`config.mk`:
```
export PLATFORM = sky130hd
export DESIGN_NAME = pps_phase_meter
export DESIGN_NICKNAME = d
export VERILOG_FILES = /design/src/rtl/pps_pkg.sv /design/src/rtl/pps_sync_edge.sv /design/src/rtl/pps_phase_meter.sv
export SDC_FILE = /design/constraint.sdc
export NUM_CORES = 1
export LEC_CHECK = 0
export BUFFER_PORTS_ARGS = -buffer_cell sky130_fd_sc_hd__buf_2
export CELL_PAD_IN_SITES_DETAIL_PLACEMENT = 1
export CELL_PAD_IN_SITES_GLOBAL_PLACEMENT = 1
export CORE_MARGIN = 4
export CORE_UTILIZATION = 45
export CTS_BUF_LIST = sky130_fd_sc_hd__clkbuf_2
export CTS_CLUSTER_DIAMETER = 30
export DETAILED_ROUTE_END_ITERATION = 10
export PLACE_DENSITY = 0.94
export SYNTH_ARGS = -nofsm -noshare
export SYNTH_HDL_FRONTEND = slang
export SYNTH_SLANG_ARGS = --single-unit
```
`constraint.sdc`:
```
create_clock -name clk -period 3.16 [get_ports clk]
set_input_delay 0.158 -clock clk [delete_from_list [all_inputs] [get_ports clk]]
set_output_delay 0.158 -clock clk [all_outputs]
set_load 0.03 [all_outputs]
```
`src/rtl/pps_pkg.sv`:
```
// Shared types and defaults for the PPS phase meter.
package pps_pkg;

  localparam int PPS_CLK_HZ = 125_000_000;
  localparam int PPS_CNT_W  = 32;

  typedef enum logic [1:0] {
    ST_IDLE     = 2'd0,
    ST_WAIT_IN  = 2'd1,
    ST_WAIT_REF = 2'd2
  } pps_state_e;

endpackage

```
`src/rtl/pps_sync_edge.sv`:
```
// DEPTH-flop synchronizer followed by one history flop; stb_o is a 1-cycle rising-edge strobe.
// Total front-end delay is DEPTH cycles to the strobe, identical for every instance.
module pps_sync_edge
  import pps_pkg::*;
#(
  parameter int DEPTH = 2
) (
  input  logic clk,
  input  logic rst,
  input  logic d_i,
  output logic stb_o
);

  logic [DEPTH-1:0] sync_q;
  logic             last_q;

  always_ff @(posedge clk or posedge rst) begin
    if (rst) begin
      sync_q <= '0;
      last_q <= 1'b0;
    end else begin
      sync_q <= {sync_q[DEPTH-2:0], d_i};
      last_q <= sync_q[DEPTH-1];
    end
  end

  assign stb_o = sync_q[DEPTH-1] & ~last_q;

endmodule

```
`src/rtl/pps_phase_meter.sv`:
```
// Signed offset (t_in - t_ref, clk cycles) between local and remote PPS edges, streamed on valid/ready.
// Optional PPS_PERIOD_EN: measures remote PPS period on in_period_o; otherwise that output is 0.
module pps_phase_meter
  import pps_pkg::*;
#(
  parameter int CLK_HZ      = PPS_CLK_HZ,
  parameter int CNT_W       = PPS_CNT_W,
  parameter int SYNC_STAGES = 2,
  parameter int WINDOW      = CLK_HZ / 2
) (
  input  logic             clk,
  input  logic             rst,
  input  logic             pps_ref_i,
  input  logic             pps_in_i,
  output logic [CNT_W-1:0] m_offset_o,
  output logic             m_valid_o,
  input  logic             m_ready_i,
  output logic             err_timeout_o,
  output logic             overrun_o,
  input  logic             clr_overrun_i,
  output logic [CNT_W-1:0] in_period_o
);

  if (SYNC_STAGES < 2) begin : g_bad_sync
    $error("pps_phase_meter: SYNC_STAGES must be >= 2");
  end
  if (longint'(WINDOW) >= (longint'(1) << (CNT_W - 1))) begin : g_bad_window
    $error("pps_phase_meter: WINDOW must be below 2**(CNT_W-1)");
  end

  localparam logic [CNT_W-1:0] WIN_C = CNT_W'(WINDOW);

  logic ref_stb;
  logic in_stb;

  // Same depth on both paths so the strobes carry no relative skew.
  pps_sync_edge #(.DEPTH(SYNC_STAGES)) u_sync_ref (
    .clk   (clk),
    .rst   (rst),
    .d_i   (pps_ref_i),
    .stb_o (ref_stb)
  );

  pps_sync_edge #(.DEPTH(SYNC_STAGES)) u_sync_in (
    .clk   (clk),
    .rst   (rst),
    .d_i   (pps_in_i),
    .stb_o (in_stb)
  );

  pps_state_e             state_q, state_d;
  logic [CNT_W-1:0]       cnt_q, cnt_d;
  logic                   emit;
  logic signed [CNT_W-1:0] emit_off;
  logic                   tmo;

  always_ff @(posedge clk or posedge rst) begin
    if (rst) begin
      state_q <= ST_IDLE;
      cnt_q   <= '0;
    end else begin
      state_q <= state_d;
      cnt_q   <= cnt_d;
    end
  end

  always_comb begin
    state_d = state_q;
    cnt_d   = cnt_q;
    unique case (state_q)
      ST_IDLE: begin
        if (ref_stb && !in_stb) begin
          state_d = ST_WAIT_IN;
          cnt_d   = CNT_W'(1);
        end else if (in_stb && !ref_stb) begin
          state_d = ST_WAIT_REF;
          cnt_d   = CNT_W'(1);
        end
      end
      ST_WAIT_IN: begin
        if (in_stb) begin
          state_d = ST_IDLE;
          cnt_d   = '0;
        end else if (ref_stb) begin
          cnt_d   = CNT_W'(1);
        end else if (cnt_q == WIN_C) begin
          state_d = ST_IDLE;
          cnt_d   = '0;
        end else begin
          cnt_d   = cnt_q + CNT_W'(1);
        end
      end
      ST_WAIT_REF: begin
        if (ref_stb) begin
          state_d = ST_IDLE;
          cnt_d   = '0;
        end else if (in_stb) begin
          cnt_d   = CNT_W'(1);
        end else if (cnt_q == WIN_C) begin
          state_d = ST_IDLE;
          cnt_d   = '0;
        end else begin
          cnt_d   = cnt_q + CNT_W'(1);
        end
      end
      default: begin
        state_d = ST_IDLE;
        cnt_d   = '0;
      end
    endcase
  end

  // The partner edge always takes priority over a repeated edge or the window expiry.
  always_comb begin
    emit     = 1'b0;
    emit_off = '0;
    tmo      = 1'b0;
    unique case (state_q)
      ST_IDLE: begin
        if (ref_stb && in_stb) begin
          emit = 1'b1;
        end
      end
      ST_WAIT_IN: begin
        if (in_stb) begin
          emit     = 1'b1;
          emit_off = $signed(cnt_q);
        end else if (ref_stb || cnt_q == WIN_C) begin
          tmo = 1'b1;
        end
      end
      ST_WAIT_REF: begin
        if (ref_stb) begin
          emit     = 1'b1;
          emit_off = -$signed(cnt_q);
        end else if (in_stb || cnt_q == WIN_C) begin
          tmo = 1'b1;
        end
      end
      default: begin
        emit = 1'b0;
      end
    endcase
  end

  logic             vld_q, vld_d;
  logic [CNT_W-1:0] off_q, off_d;
  logic             ovr_q, ovr_d;
  logic             tmo_q;
  logic             accept;

  assign accept = !vld_q || m_ready_i;

  always_comb begin
    vld_d = vld_q;
    off_d = off_q;
    ovr_d = ovr_q;
    if (emit && accept) begin
      vld_d = 1'b1;
      off_d = emit_off;
    end else if (vld_q && m_ready_i) begin
      vld_d = 1'b0;
    end
    if (emit && !accept) begin
      ovr_d = 1'b1;
    end else if (clr_overrun_i) begin
      ovr_d = 1'b0;
    end
  end

  always_ff @(posedge clk or posedge rst) begin
    if (rst) begin
      vld_q <= 1'b0;
      off_q <= '0;
      ovr_q <= 1'b0;
      tmo_q <= 1'b0;
    end else begin
      vld_q <= vld_d;
      off_q <= off_d;
      ovr_q <= ovr_d;
      tmo_q <= tmo;
    end
  end

  assign m_valid_o     = vld_q;
  assign m_offset_o    = off_q;
  assign overrun_o     = ovr_q;
  assign err_timeout_o = tmo_q;

`ifdef PPS_PERIOD_EN
  logic [CNT_W-1:0] per_cnt_q, per_cnt_d;
  logic [CNT_W-1:0] per_q, per_d;
  logic             seen_q, seen_d;
  logic [CNT_W-1:0] per_cnt_inc;

  assign per_cnt_inc = (per_cnt_q == '1) ? per_cnt_q : per_cnt_q + CNT_W'(1);

  // Counter sits at 0 on the strobe cycle, so the elapsed period is count+1.
  always_comb begin
    per_cnt_d = per_cnt_inc;
    per_d     = per_q;
    seen_d    = seen_q;
    if (in_stb) begin
      per_cnt_d = '0;
      seen_d    = 1'b1;
      if (seen_q) begin
        per_d = per_cnt_inc;
      end
    end
  end

  always_ff @(posedge clk or posedge rst) begin
    if (rst) begin
      per_cnt_q <= '0;
      per_q     <= '0;
      seen_q    <= 1'b0;
    end else begin
      per_cnt_q <= per_cnt_d;
      per_q     <= per_d;
      seen_q    <= seen_d;
    end
  end

  assign in_period_o = per_q;
`else
  assign in_period_o = '0;
`endif

endmodule
```
; ---- Yosys cells after proc, flatten, opt, wreduce, memory -nomap -nowiden
; Index checks and enable logic that the tools add are counted.
[totals]
ff_bits = 75
in_bits = 6
out_inout_bits = 67
elab_cells = 71
[op_classes]
addsub = 2
n_eq_ne = 6
n_mux = 32
bitwise_logic = 4
n_reduce_logical = 17
[ops]
columns = op, n
row1 = two-way mux 32 bit, 9
row2 = case mux 32 bit (3 select lines), 1
row3 = case mux 32 bit (2 select lines), 1
row4 = "adder 32 x 1 -> 32 bit, second input constant", 1
row5 = "== test 32 x 26 -> 1 bit, second input constant", 1
row6 = negator 32 bit, 1
row7 = two-way mux 2 bit, 7
row8 = two-way mux 1 bit, 11
row9 = "inequality test 3 bit, second input constant", 3
row10 = logical AND 1 bit, 6
row11 = case mux 2 bit (3 select lines), 1
row12 = logical NOT 1 bit, 4
row13 = nonzero test 2 bit, 2
row14 = logical OR 1 bit, 3
row15 = case mux 1 bit (3 select lines), 1
row16 = AND reduction 3 bit, 1
row17 = AND 1 bit, 2
row18 = "== test 2 x 1 -> 1 bit, second input constant", 1
row19 = "== test 2 bit, second input constant", 1
row20 = logical NOT 2 bit, 1
row21 = inverter 1 bit, 2
row22 = case mux 1 bit (2 select lines), 1

; ---- Depth between registers and ports, before layout
[logic_depth]
ltp_word = 7
depth_mapped = 11
mapped_depth_nobuf = 8

; ---- Cells and area by module
; Synthesis repeated with hierarchy kept, for this count alone.
[unflattened]
hier_cells = 616
area_unflattened_um2 = 5098.6
[by_module_without_submodules]
columns = module, instances, cells_each, area_per_inst_um2, seq_area_each_um2
row1 = pps_phase_meter, 1, 606, 4913.5, 1726.7
row2 = pps_sync_edge, 2, 5, 92.6, 75.1

; ---- Worst setup path after synthesis
; OpenSTA, ideal clock, no wires.
[synth_path]
path_kind = reg2reg
from = register cnt_q[0]
to = register cnt_q[25]
setup_ns = 0.126
t_arrival_ns = 2.141
required_time_ns = 3.034
path_slack_ns = 0.893
path_stages_with_launch = 10
path_buffers = 2
period_less_slack_ns = 2.267
cell_sequence = dfrtp_1 inv_1 ha_1 or3b_1 buf_2 nor4_2 nand4_1 buf_4 and4_1 a221o_1
[synth_via]
elab_chain_cells = 5
elab_cells_between_ends = 8
cone_classes = 1 x add/sub / 1 x eq/ne / 6 x mux
[synth_lines]
columns = item, line
row1 = "start, declared", pps_phase_meter.sv:52  ; logic [CNT_W-1:0] cnt_q, cnt_d;
row2 = "start signal, assigned", pps_phase_meter.sv:63  ; cnt_q <= cnt_d;
row3 = adder 32 x 1 -> 32 bit or == test 32 x 26 -> 1 bit (tied branches), --
row4 = two-way mux 32 bit (*), "pps_phase_meter.sv:86, pps_phase_meter.sv:99"
row5 = two-way mux 32 bit (on tied branches), "pps_phase_meter.sv:97, pps_phase_meter.sv:84"
row6 = two-way mux 32 bit (on tied branches), "pps_phase_meter.sv:94, pps_phase_meter.sv:81"
row7 = case mux 32 bit (3 select lines) (*), pps_phase_meter.sv:70  ; unique case (state_q)
; Every way passes the cells marked *; elsewhere a longest branch is shown, timed or not.
; A chain may end at the register's enable or synchronous reset.

; ---- Final worst setup path
[layout_path]
from = register u_sync_in.sync_q[1]
to = register cnt_q[25]
[layout_via]
elab_chain_cells = 5
elab_cells_between_ends = 10
cone_classes = 1 x eq/ne / 5 x mux / 1 x bitwise / 3 x reduce/logical
[layout_lines]
columns = item, line
row1 = "start, declared", pps_sync_edge.sv:14  ; logic [DEPTH-1:0] sync_q;
row2 = "start signal, assigned", pps_sync_edge.sv:22  ; sync_q <= {sync_q[DEPTH-2:0], d_i};
row3 = AND 1 bit (*), pps_sync_edge.sv:27  ; assign stb_o = sync_q[DEPTH-1] & ~last_q;
row4 = logical NOT 1 bit, pps_phase_meter.sv:72  ; if (ref_stb && !in_stb) begin
row5 = logical AND 1 bit, pps_phase_meter.sv:72
row6 = two-way mux 32 bit, pps_phase_meter.sv:72
row7 = case mux 32 bit (3 select lines), pps_phase_meter.sv:70
; Marked as above.

==> flow_metrics.py <==
metrics = {
    "routing": {
        "drc": 0,
        "ant_nets": 0,
        "first_pass_iters": 4,
        "avgViaCountPerCell": 6.50,
        "wire_per_inst_um": 21.2,
        "drt_iter0_drc": 612,
        "vias": 4813,
        "routed_wl_mm": 15.7,
    },
    "sta": {
        "tightest_slew_ps": 907,
        "max-slew-margin-rel_pct": 39.0,
        "setup_viol": 0,
        "whs_ps": 133,
        "clock_skew_ps": 53.8,
        "setup-tns-final_ps": 0,
        "rsz0062_at_grt": "false",
        "finalCritPeriodShare_pct": 92.7,
        "slew_violations": 0,
        "setup_slack_ps": 232,
        "max_freq_ghz": 0.342,
        "final_hold_viol_count": 0,
        "period_needed_ps": 2930,
    },
    "cts": {
        "post_cts.repair.setup_buffers": 0,
        "postCtsHoldBufs": 6,
        "cts-root-buf": "clkbuf_2",
        "cts-resized-gates": 0,
        "clock_latency_ps": 600,
        "tritoncts": "yes",
        "cts_sinks": 75,
        "clock_path_buffers": 2,
        "clkTransAtPathRegs_ps": 240,
        "htreeDepth": 3,
        "numCtsBuffers": 9,
    },
    "global_route": {
        "grt_pass1_vias": 4880,
        "antenna_found_initial": 0,
        "grt_pass1_wl_mm": 25.6,
        "track_usage_pct": 24.8,
        "overflow": 0,
        "grt_max_degree": 48,
    },
    "yosys": {
        "synth-seq-cells": 75,
        "yosys_warnings": 0,
        "netlist_area_um2": 4940,
        "synth_edf_count": 0,
        "yosysSeqAreaShare_pct": 38.0,
        "ys_types": 62,
        "synth_top_area_cell": "dfrtp_1",
        "avgSynthCellArea_um2": 8.52,
        "synth.top_cell.area_share_pct": 38.0,
        "synthArstFlopShare_pct": 100,
        "synth_ff_type": "dfrtp_1",
        "synth_cells": 580,
        "ys_top_cells_by_area": "dfrtp_1, buf_4, nand2_1, a31oi_1, o21ai_0",
    },
    "floorplanning": {
        "ioPinCount": 73,
        "dieArea_um2": 12700,
        "die_width_um": 113,
        "die_h_um": 113,
        "start_util_pct": 45.8,
        "coreArea_um2": 10800,
        "num_rows": 38,
    },
    "placement": {
        "place_ws_ps": 330,
        "dpl.hpwl_mm": 10.8,
        "numPortBuffers": 40,
        "placed_area_um2": 5050,
        "gp_congestion": 0.924,
    },
    "finish": {
        "final_common_cell": "dfrtp_1",
        "synthToLayoutAreaGrowth_pct": 4.91,
        "drive_gt1_share_pct": 14.3,
        "regArea_um2": 1880,
        "layout_common_cells": "dfrtp_1, nand2_1, buf_2",
        "layout.nets": 610,
        "post-route-cell-area_um2": 5190,
        "fillers": 1290,
        "multiInputGateArea_um2": 2640,
        "antenna_cells": 0,
    },
    "setup_path": {
        "r2r_cells": 8,
        "setup.worst_path.end_class": "register",
        "crit_family": "simple AND/OR/NAND/NOR gates",
        "regToRegSetupSlack_ps": 230,
        "crit_path_frequent_cell": "and2_1",
        "critPathRequiredTime_ps": 3680,
        "cp.arrival_ps": 3450,
        "crit_buf_inv": 2,
        "startpoint_type": "register",
        "max_stage_delay_ps": 450,
        "cp_max_fo": 32,
        "r2r_end": "cnt_q[25]",
        "r2r_start": "u_sync_in.sync_q[1]",
        "critPathKind": "register to register",
        "critPathLaunch": "u_sync_in.sync_q[1]",
        "cpMaxStageDelayCell": "dfrtp_1",
        "path_cells": "nand2b_1, inv_1, ha_1, and2_1, nor4_4, buf_4, and2_1, a221o_1",
    },
    "status": {
        "status": "completed",
    },
    "power": {
        "powerDensity_nw_per_um2": 669,
        "p_leak_nw": 2.31,
        "vdd.ir_drop.worst_v": 0.000360,
    },
    "run": {
        "maxCapViolations": 0,
    },
    "worst_hold_path": {
        "hold_path_class": "input pin to async pin",
    },
}
[area by class of cell]
class	count	share of cell area, %
Clock buffer	12	1.16
Inverter	17	1.23
Multi-Input combinational cell	433	50.8
Timing Repair Buffer	59	6.90
Tap cell	140	3.38
Clock inverter	4	0.338
Sequential cell	75	36.2
[metrics by stage]
step           std cells  utilization [%]  total power, mW
3_3_place_gp         718             46.8             2.86
5_1_grt              740             48.1             3.67
6_report             740             48.1             3.47
4_1_cts              740             48.1             3.43
3_5_place_dp         718             46.8             2.97
2_1_floorplan        611                -             2.50
[state kept, by name (all words and copies together) (netlist names)]
signal / cells
u_sync_ref.last_q: 1
u_sync_in.last_q: 1
cnt_q: 32
state_q: 2
overrun_o: 1
m_valid_o: 1
u_sync_ref.sync_q: 2
u_sync_in.sync_q: 2
m_offset_o: 32
err_timeout_o: 1
[tightest hold or removal path, delay by kind of cell]
kind     cells  cell delay, ps
buf+inv      3            1090
[Yosys cell counts, types with 4 or more instances]
| cell | number |
|---|---|
| a211oi_1 | 8 |
| a21oi_1 | 16 |
| a221o_1 | 7 |
| a22oi_1 | 4 |
| a31o_2 | 7 |
| a31oi_1 | 30 |
| a41oi_1 | 6 |
| and2_1 | 8 |
| and3_1 | 6 |
| and4_1 | 4 |
| buf_2 | 16 |
| buf_4 | 36 |
| clkbuf_1 | 31 |
| dfrtp_1 | 75 |
| ha_1 | 9 |
| inv_1 | 17 |
| nand2_1 | 55 |
| nand2b_1 | 6 |
| nand3_1 | 29 |
| nand3_2 | 4 |
| nand3b_1 | 12 |
| nand4_1 | 16 |
| nor2_1 | 28 |
| nor3_1 | 19 |
| nor4_1 | 16 |
| o211ai_1 | 5 |
| o21ai_0 | 31 |
| o22ai_1 | 4 |
| o311ai_0 | 6 |
| o31ai_1 | 4 |
| o41ai_1 | 4 |
| or3_1 | 10 |
| xor2_1 | 6 |
[report_power, final]
part	switching [mW]	total [mW]	internal, mW
Sequential	0.0968	1.21	1.11
Combinational	1.28	1.79	0.505
Clock	0.362	0.468	0.106
Total	1.74	3.47	1.73
[layer usage]
metal	routed length (um)	vias to the layer above	GRT usage (%)
li1	-	2129	-
met1	6360	2398	32.1
met2	7590	236	40.9
met3	1280	50	5.19
met4	451	0	9.13
met5	0	-	0
[cells by family (layout without fill, tap and decap cells)]
family | count (synthesis) | after routing | synth area share [%]
compound gates | 155 | 155 | 21.7
xor+xnor | 7 | 7 | 1.24
fa+ha+maj | 9 | 9 | 2.28
buf+inv | 103 | 92 | 11.3
flops | 75 | 75 | 38.0
mux | 1 | 1 | 0.228
other cells | 1 | 32 | 0.0759
simple gates | 229 | 229 | 25.3
[worst max path at each step]
stage,slack [ps],end,cells after the start
after floorplan,890,cnt_q[25],9
after global placement,550,cnt_q[25],8
after detailed placement,330,cnt_q[25],8
after CTS,300,cnt_q[25],8
after global routing,30,cnt_q[25],8
final,230,cnt_q[25],8
No activity file was read; power rests on OpenSTA's default activity.
